==> src/rtl/td4_pkg.sv <==
// Shared TD4 definitions: opcode values plus the source/destination selects
// that the execute core's decoder produces.
package td4_pkg;

  localparam logic [3:0] OP_ADD_A  = 4'b0000;
  localparam logic [3:0] OP_MOV_AB = 4'b0001;
  localparam logic [3:0] OP_IN_A   = 4'b0010;
  localparam logic [3:0] OP_MOV_AI = 4'b0011;
  localparam logic [3:0] OP_MOV_BA = 4'b0100;
  localparam logic [3:0] OP_ADD_B  = 4'b0101;
  localparam logic [3:0] OP_IN_B   = 4'b0110;
  localparam logic [3:0] OP_MOV_BI = 4'b0111;
  localparam logic [3:0] OP_OUT_B  = 4'b1001;
  localparam logic [3:0] OP_OUT_I  = 4'b1011;
  localparam logic [3:0] OP_JNC    = 4'b1110;
  localparam logic [3:0] OP_JMP    = 4'b1111;

  typedef enum logic [1:0] {
    SRC_A,
    SRC_B,
    SRC_IN,
    SRC_ZERO
  } src_sel_t;

  typedef enum logic [2:0] {
    DST_A,
    DST_B,
    DST_OUT,
    DST_PC,
    DST_NONE
  } dst_sel_t;

endpackage

==> src/rtl/adder4.sv <==
// TD4 datapath adder: 4-bit sum with carry out.
module adder4 (
  input  logic [3:0] a,
  input  logic [3:0] b,
  output logic [3:0] s,
  output logic       c
);

  assign {c, s} = {1'b0, a} + {1'b0, b};

endmodule

==> src/rtl/td4_exec.sv <==
// TD4 single-cycle execute core: decodes the ROM word at pc, feeds the shared
// adder, and commits the result into A, B, out_port or pc plus the carry flag.
module td4_exec
  import td4_pkg::*;
(
  input  logic       clk,
  input  logic       n_reset,
  input  logic       en,
  input  logic [7:0] instr,
  input  logic [3:0] in_port,
  output logic [3:0] pc,
  output logic [3:0] out_port,
  output logic       carry,
  output logic [3:0] reg_a,
  output logic [3:0] reg_b
);

  logic [3:0] opcode;
  logic [3:0] imm;
  src_sel_t   src;
  dst_sel_t   dst;
  logic [3:0] add_a;
  logic [3:0] sum;
  logic       sum_c;
  logic       take_branch;

  assign opcode = instr[7:4];
  assign imm    = instr[3:0];

  // Unlisted opcodes fall through as NOPs: 0+Im into nowhere clears carry.
  always_comb begin
    src = SRC_ZERO;
    dst = DST_NONE;
    case (opcode)
      OP_ADD_A:  begin src = SRC_A;    dst = DST_A;   end
      OP_MOV_AB: begin src = SRC_B;    dst = DST_A;   end
      OP_IN_A:   begin src = SRC_IN;   dst = DST_A;   end
      OP_MOV_AI: begin src = SRC_ZERO; dst = DST_A;   end
      OP_MOV_BA: begin src = SRC_A;    dst = DST_B;   end
      OP_ADD_B:  begin src = SRC_B;    dst = DST_B;   end
      OP_IN_B:   begin src = SRC_IN;   dst = DST_B;   end
      OP_MOV_BI: begin src = SRC_ZERO; dst = DST_B;   end
      OP_OUT_B:  begin src = SRC_B;    dst = DST_OUT; end
      OP_OUT_I:  begin src = SRC_ZERO; dst = DST_OUT; end
      OP_JNC:    begin src = SRC_ZERO; dst = DST_PC;  end
      OP_JMP:    begin src = SRC_ZERO; dst = DST_PC;  end
      default:   begin src = SRC_ZERO; dst = DST_NONE; end
    endcase
  end

  always_comb begin
    add_a = 4'd0;
    case (src)
      SRC_A:   add_a = reg_a;
      SRC_B:   add_a = reg_b;
      SRC_IN:  add_a = in_port;
      default: add_a = 4'd0;
    endcase
  end

  adder4 u_adder (
    .a (add_a),
    .b (imm),
    .s (sum),
    .c (sum_c)
  );

  // JNC looks at the carry flag held before this edge.
  assign take_branch = (opcode == OP_JMP) || ((opcode == OP_JNC) && !carry);

  always_ff @(posedge clk or negedge n_reset) begin
    if (!n_reset) begin
      pc       <= 4'd0;
      reg_a    <= 4'd0;
      reg_b    <= 4'd0;
      out_port <= 4'd0;
      carry    <= 1'b0;
    end else if (en) begin
      carry <= sum_c;
      pc    <= pc + 4'd1;
      case (dst)
        DST_A:   reg_a    <= sum;
        DST_B:   reg_b    <= sum;
        DST_OUT: out_port <= sum;
        DST_PC:  if (take_branch) pc <= sum;
        default: ;
      endcase
    end
  end

endmodule

==> config.mk <==
export PLATFORM = sky130hd
export DESIGN_NAME = td4_exec
export DESIGN_NICKNAME = d
export VERILOG_FILES = /design/src/rtl/td4_pkg.sv /design/src/rtl/adder4.sv /design/src/rtl/td4_exec.sv
export SDC_FILE = /design/constraint.sdc
export NUM_CORES = 1
export LEC_CHECK = 0
export CAP_MARGIN = 20
export CORE_UTILIZATION = 60
export DETAILED_ROUTE_END_ITERATION = 8
export DONT_BUFFER_PORTS = 1
export PLACE_DENSITY_LB_ADDON = 0.05
export SYNTH_ARGS = -nofsm -noshare
export SYNTH_HDL_FRONTEND = slang
export SYNTH_SLANG_ARGS = --single-unit
==> constraint.sdc <==
create_clock -name clk -period 2.4 [get_ports clk]
set_clock_uncertainty 0.1 [all_clocks]
set_input_delay 0.48 -clock clk [delete_from_list [all_inputs] [get_ports clk]]
set_output_delay 0.48 -clock clk [all_outputs]
set_load 0.005 [all_outputs]
### After elaboration in Yosys (flattened, before gate mapping)

Memories as Yosys holds them, arrays and structs flattened.
Cells that the tools add are included.

| cells by class | value |
|---|---|
| add/sub/neg operators | 2 |
| multiply operators | 0 |
| divide/modulo/power cells | 0 |
| $lt $le $gt $ge | 0 |
| equality and inequality tests | 7 |
| shift-type cells | 0 |
| mux-type cells | 3 |
| bitwise gates (word level) | 0 |
| reduce and logical (&&, ||, !) cells | 8 |

Operators with widths:

| operator | count |
|---|---|
| 4-bit one-hot mux with 3 select lines | 1 |
| 4-bit equality test (second input constant) | 2 |
| 4-bit two-way mux | 2 |
| 3-bit by 2-bit equality test with 1-bit output (second input constant) | 2 |
| 2-bit AND reduction | 3 |
| 4-bit by 4-bit adder with 5-bit output | 1 |
| 4-bit by 1-bit adder with 4-bit output (second input constant) | 1 |
| 3-bit by 1-bit equality test with 1-bit output (second input constant) | 1 |
| 3-bit logical NOT | 1 |
| 2-bit by 1-bit equality test with 1-bit output (second input constant) | 1 |
| 2-bit equality test (second input constant) | 1 |
| 2-bit logical NOT | 1 |
| 1-bit logical AND | 1 |
| 1-bit logical NOT | 1 |
| 1-bit logical OR | 1 |

| word-level totals | value |
|---|---|
| register bits | 17 |
| bits in latches | 0 |
| RAM bits | 0 |
| ROM bits | 80 |
| input bits | 15 |
| output and inout bits | 17 |
| memories | 1 |

Memories:

| name | depth | bits a word | rd ports | clocked after memory_dff | write ports | line | RTL |
|---|---|---|---|---|---|---|---|
| (name not given) | 16 | 5 | 1 | 0 | 0 | td4_exec.sv:34 | `case (opcode)` |

### Longest topological paths before layout

Gate-level depths: netlist (run 1).
An unclocked memory read counts as a cell.

| logic depth | value |
|---|---|
| word-level depth | 6 |
| mapped depth | 9 |

### Cells and area by module

From an unflattened synthesis (run 1), not the netlist that was laid out.

| unflattened totals | value |
|---|---|
| cells, all modules | 92 |
| area, all modules | 1017.2 µm² |

By module, submodules not included:

| module | times used | cells an instance | area each (µm²) |
|---|---|---|---|
| td4_exec | 1 | 76 | 880.8 |
| adder4 | 1 | 16 | 136.4 |

### Worst setup path after synthesis (run 1)

OpenSTA, ideal clock, no wires.

| path | value |
|---|---|
| path type | input -> register |
| start | input port instr[4] |
| end | register pc[3] |
| library setup time | 126 ps |
| arrival time | 2201 ps |
| slack | -28 ps |
| stages | 8 |
| buffers on the path | 0 |
| path through | nor2_1 > nor2_1 > a211oi_1 > ha_1 > a21o_1 > a21oi_2 > xnor2_1 > a311o_1 |

| on the way | value |
|---|---|
| cells in the longest elaborated chain, start to end | 6 |
| elaborated cells on any way between the ends | 13 |
| those cells by class | add/sub: 1; eq/ne: 5; mux: 3; reduce/logical: 3; memory: 1 |

Ends and longest elaborated chain:

| element | line | RTL |
|---|---|---|
| start: declaration | td4_exec.sv:9 | `input logic [7:0] instr,` |
| memory read 16 x 5 bit | - |  |
| 2-bit equality test (tied with other cells) | td4_exec.sv:53 | `case (src)` |
| 4-bit one-hot mux with 3 select lines | td4_exec.sv:53 |  |
| 4-bit by 4-bit adder with 5-bit output | adder4.sv:9 | `assign {c, s} = {1'b0, a} + {1'b0, b};` |
| 4-bit two-way mux | td4_exec.sv:85 | `DST_PC: if (take_branch) pc <= sum;` |
| 4-bit two-way mux (*) | td4_exec.sv:81 | `case (dst)` |
| end signal: assignment | td4_exec.sv:80 | `pc <= pc + 4'd1;` |
| end signal: assignment | td4_exec.sv:85 |  |
| end: declaration | td4_exec.sv:11 | `output logic [3:0] pc,` |

Every way passes the cells marked *; elsewhere a longest branch is shown, timed or not.
A chain may end at the register's enable or synchronous reset.

### Worst setup path after layout (run 1)

Same ends and word-level chain as after synthesis.

==> out/metrics.cfg, run 1 <==
[global_route]
antenna_found_initial=0
track_usage=0.264
grt_start_max_net_pins=18
grt_pass1_wl_microns=3360
grt-ovfl-total=0
grt_pass1_vias=778

[critical_path]
max_stage_delay_ns=0.32
worst_ep_arrival_time_ns=2.24
path_cells=inv_1 -> o21ai_0 -> nand2_1 -> a211oi_1 -> ha_1 -> a21o_1 -> a21oi_2 -> xnor2_1 -> a311o_1
end_kind=flip-flop
critPathKind=in -> reg
rrSetupSlack_ns=0.31
cp_slowest_cell=a311o_1
critPathLaunchType=primary input
crit_required_ns=2.49
crit_fanout=4

[clocking]
clkTransAtPathRegs_ns=0.12
cts_setup_buffers=0
hold_buffers=1
numCtsBuffers=3
root_buffer=clkbuf_4
htree_levels=1
cts-resized-gates=0
cts_tree=done
insertion_delay_ns=0.32
cts_max_path_buffers=2
cts.sinks=17

[status]
outcome=completed

[placement]
place_area_sq_um=1000
gp_congestion=0.838
placed_cells=107
numPortBuffers=0
hpwlAfterDp_microns=1560

[logic_synthesis]
ys_dominant_reg_cell=dfrtp_1
synth_compound_area_frac=0.161
synth_top_family_by_area=compound AO/OA/AOI/OAI gates
synth.most_common_cell=dfrtp_1
synth-edff-count=0
yosys-top-cells-area=dfrtp_1 (44%), mux2_2 (8.1%), ha_1 (6.4%)
synthSimpleGateAreaFrac=0.140
ys_ff_latch=17
ys.warnings.count=0
synth.net_count=111
synth_fa_ha_area_frac=0.0849
synthDominantCellAreaShare=0.438
synthMuxAreaShare=0.133
netlist_area_sq_um=972
synth_xor_xnor_area_share=0.0270
yosysUniqueCellTypes=28
synth.top_cells.by_count=dfrtp_1 (17), nor2_1 (10), mux2_2 (7), nand2_1 (7)
ys_async_sr_fraction=1.00
synth_top_cell_by_area=dfrtp_1
netlist_instances=90
postSynthAreaPerCell_sq_um=10.8
yosysSeqAreaShare=0.438

[timing]
setup_viol=0
fin_crit_ns=2.14
final_hold_viol_count=0
fin_crit_sh=0.893
slew_headroom=0.488
fmax_mhz=467
worst_pin_slew_ns=0.766
drv_slew=0
rsz0062_at_grt=false

[routing]
drt-initial-drc-count=13
wl_per_cell_microns=18.6
drc_errors=0
firstDrtPassIters=4
vias=726
routed_wl_microns=2090
drtAntennaViolNets=0
routed_via_density=6.48

[finish]
nFillCells=131
area_growth_pct=7.46
drive_above_1_share=0.188
design_area_sq_um=1040
fin_util=0.694
diodes=0
layout.nets=118
fin_cells=112

[power]
cellLeakagePower_nw=0.458
power_mw=0.989
cellPowerDensity_nw_per_um2=947
peakVddDrop_uv=733

[floorplanning]
die_area_sq_um=1790
io_pins=32
row_count=14
core-area_sq_um=1510
fp.dieH_microns=42.3
start_util=0.645
die_w_microns=42.3

[job]
drv_cap=0

[min_path]
hold_path_class=in -> reg

## metal layers
| metal | GRT usage | up-vias | wire length, microns |
|---|---|---|---|
| met4 | 0.188 | 0 | 86 |
| met2 | 0.406 | 30 | 1020 |
| li1 | - | 343 | - |
| met1 | 0.317 | 344 | 832 |
| met3 | 0.0733 | 9 | 142 |
| met5 | 0 | - | 0 |
## report_power, final
part,switching (mW),internal (mW),total (mW)
sequential,0.110,0.394,0.504
clock,0.107,0.0638,0.171
combinational,0.150,0.165,0.314
## placed cells by master (no fill, tap or decap), types with 2 or more instances in the layout
master,instances
a211oi_1,4
a21o_1,2
a21oi_1,5
a311o_1,2
buf_4,3
clkbuf_4,3
dfrtp_1,17
ha_1,5
mux2_2,7
mux2i_1,5
nand2_1,7
nand3_1,3
nor2_1,9
nor2b_1,2
o21ai_0,5
xnor2_1,2
## through the flow
stage	TNS (ns)	setup slack (ns)	hold slack [ns]
after floorplan	0	0.0748	0.0844
final	0	0.257	0.131
after global routing	0	0.181	0.129
after CTS	0	0.248	0.133
after global placement	0	0.0968	0.0847
after detailed placement	-0.0675	-0.0630	0.0848
## state kept, by name (all words and copies together) (netlist names)
register,flops
reg_b,4
out_port,4
reg_a,4
pc,4
carry,1
## kinds of logic (layout without fill, tap and decap cells)
group,Yosys count,count (layout)
simple gates,27,27
flops,17,17
compound gates,22,22
mux,12,12
fa+ha+maj,6,6
buf+inv,3,9
xor+xnor,3,3
## worst max-delay path: cells and delay by family
| kind | cells | cell delay [ns] |
|---|---|---|
| AOI/OAI and AO/OA | 5 | 1.15 |
| adders and majority gates | 1 | 0.30 |
| xor gates and xnor gates | 1 | 0.11 |
| and+or+nand+nor | 1 | 0.16 |
| buffers and inverters | 1 | 0.05 |
## area by class of cell
class	count	area, sq um	area share
well taps	16	20.0	0.0192
flip-flops and latches	17	425	0.407
clock inverters	1	7.51	0.00719
clock buffers	3	22.5	0.0216
repair buffers	4	32.5	0.0311
multi-input cells	70	533	0.510
inverters	1	3.75	0.00359
## final timing paths
path	cells after the start	startpoint	to
max	9	instr[4]	pc[3]$_DFFE_PN0P_
max reg2reg	7	reg_a[1]$_DFFE_PN0P_	pc[3]$_DFFE_PN0P_
min in group asynchronous	1	n_reset	pc[0]$_DFFE_PN0P_
min	1	en	pc[1]$_DFFE_PN0P_
min reg2reg	2	out_port[3]$_DFFE_PN0P_	out_port[3]$_DFFE_PN0P_
max in group asynchronous	1	n_reset	reg_a[2]$_DFFE_PN0P_
Power figures use the tool's default switching activity.
==> run 2, diff against run 1 <==
--- a/config.mk
+++ b/config.mk
@@ -6,6 +6,7 @@
 export NUM_CORES = 1
 export LEC_CHECK = 0
 export CAP_MARGIN = 20
+export CORE_MARGIN = 3
 export CORE_UTILIZATION = 60
 export DETAILED_ROUTE_END_ITERATION = 8
 export DONT_BUFFER_PORTS = 1
==> run 2 against run 1 <==
  * First-iteration DRC count fell by 62%
  * Largest power group unchanged
  * Total power fell by 2.0%
  * Combinational power fell by 2%
  * Clock-buffer cell count unchanged
  * Highest routed layer unchanged
  * Largest cell class unchanged
  * Sequential share of layout area rose by 0.15 points
  * Critical path depth unchanged
  * Clock power fell by 9%
  * Global-route usage shrank 3.4 points
  * Via count decreased by 0.69%
==> out/metrics.cfg, run 2 (synthesized netlist as in run 1, its figures left out) <==
[clocking]
cts.sinks=17
cts_max_path_buffers=2
cts_setup_buffers=0
htree_levels=1
clkTransAtPathRegs_ns=0.10
cts_tree=done
numCtsBuffers=3
root_buffer=clkbuf_4
insertion_delay_ns=0.30

[critical_path]
rr_startpoint=reg_a[1]$_DFFE_PN0P_
end_kind=flip-flop
critPathKind=in -> reg
startpoint=instr[4]
reg2reg_depth=7
critPathLaunchType=primary input
crit_required_ns=2.49
crit_fanout=4
worst_ep_arrival_time_ns=2.17

[finish]
nFillCells=102
area_growth_pct=7.08
layout.nets=118
layout_common_cells=dfrtp_1 (17), nor2_1 (9), nand2_1 (7), mux2_2 (7)
design_area_sq_um=1040
diodes=0
drive_above_1_share=0.188
layout_commonest_cell=dfrtp_1

[global_route]
grt_start_max_net_pins=18
antenna_found_initial=0
grt_pass1_wl_microns=3320
grt_pass1_vias=752
grt-ovfl-total=0
track_usage=0.230

[placement]
numPortBuffers=0
gp_congestion=0.838
pre_cts_ws_ns=-0.0147
place_area_sq_um=1000

[status]
outcome=completed

[timing]
fmax_mhz=480
worst_pin_slew_ns=0.745
drv_slew=0
setup_viol=0
rsz0062_at_grt=false
final_hold_viol_count=0
fin_ws_ns=0.316
slew_headroom=0.502
fin_crit_sh=0.868
fin_crit_ns=2.08

[routing]
routed_via_density=6.50
vias=721
drt-initial-drc-count=5
routed_wl_microns=2070
drtAntennaViolNets=0
drc_errors=0
firstDrtPassIters=2
wl_per_cell_microns=18.6

[power]
cellLeakagePower_nw=0.462
peakVddDrop_uv=675
cellPowerDensity_nw_per_um2=932

[floorplanning]
io_pins=32
fp.dieH_microns=46.3
core-area_sq_um=1420
start_util=0.687
die_w_microns=46.3
row_count=13
die_area_sq_um=2140

[min_path]
hold_path_class=in -> reg
min_path_cells=1
hp-start=en

[job]
drv_cap=0

-- run 2: layer usage --
layer | share of wire | vias to the layer above | GRT usage
met5 | 0 | - | 0
met2 | 0.48 | 25 | 0.352
met1 | 0.42 | 351 | 0.285
met4 | 0.016 | 0 | 0.102
met3 | 0.084 | 5 | 0.0898
li1 | - | 340 | -
-- run 2: report_power, final --
group,internal [mW],leakage (nW),switching [mW]
Clock,0.0621,0.0177,0.0940
Combinational,0.164,0.243,0.144
Sequential,0.394,0.201,0.112
Total,0.620,0.462,0.350
-- run 2: final timing paths --
kind                       slack (ns)                       to
setup reg to reg                 0.33        pc[3]$_DFFE_PN0P_
hold / removal                   0.15        pc[1]$_DFFE_PN0P_
min in group asynchronous        0.58        pc[2]$_DFFE_PN0P_
hold reg to reg                  0.43  out_port[2]$_DFFE_PN0P_
setup / recovery                 0.32        pc[3]$_DFFE_PN0P_
max in group asynchronous        1.15     reg_b[1]$_DFFE_PN0P_
-- run 2: timing repair --
item	4_1_cts	5_1_grt
hold buffers	1	0
resized for setup	0	0
endpoints found under the hold margin	17	0
-- run 2: final cells by class --
cell class | instances | area [sq um] | area share
multi-input combinational | 70 | 533 | 0.512
tap | 15 | 18.8 | 0.0180
clock buffer | 3 | 22.5 | 0.0216
clock inverter | 1 | 5.00 | 0.00481
sequential | 17 | 425 | 0.409
inverter | 1 | 3.75 | 0.00361
timing repair buffer | 4 | 32.5 | 0.0312
-- run 2: worst max-delay path, cell delays in order --
cell and delay [ns]:
inv_1 0.05, o21ai_0 0.18, nand2_1 0.14, a211oi_1 0.27
ha_1 0.29, a21o_1 0.17, a21oi_2 0.18, xnor2_1 0.10
a311o_1 0.31
-- run 2: metrics by stage --
stage | cells | total power, mW | hold WS [ns] | util | TNS (ns)
2_1_floorplan | 90 | 0.726 | 0.0844 | - | 0
4_1_cts | 111 | 0.978 | 0.154 | 0.736 | 0
5_1_grt | 111 | 1.04 | 0.140 | 0.736 | 0
6_report | 111 | 0.970 | 0.153 | 0.736 | 0
3_5_place_dp | 106 | 0.822 | 0.0848 | 0.709 | -0.0147
3_3_place_gp | 106 | 0.802 | 0.0848 | 0.709 | 0
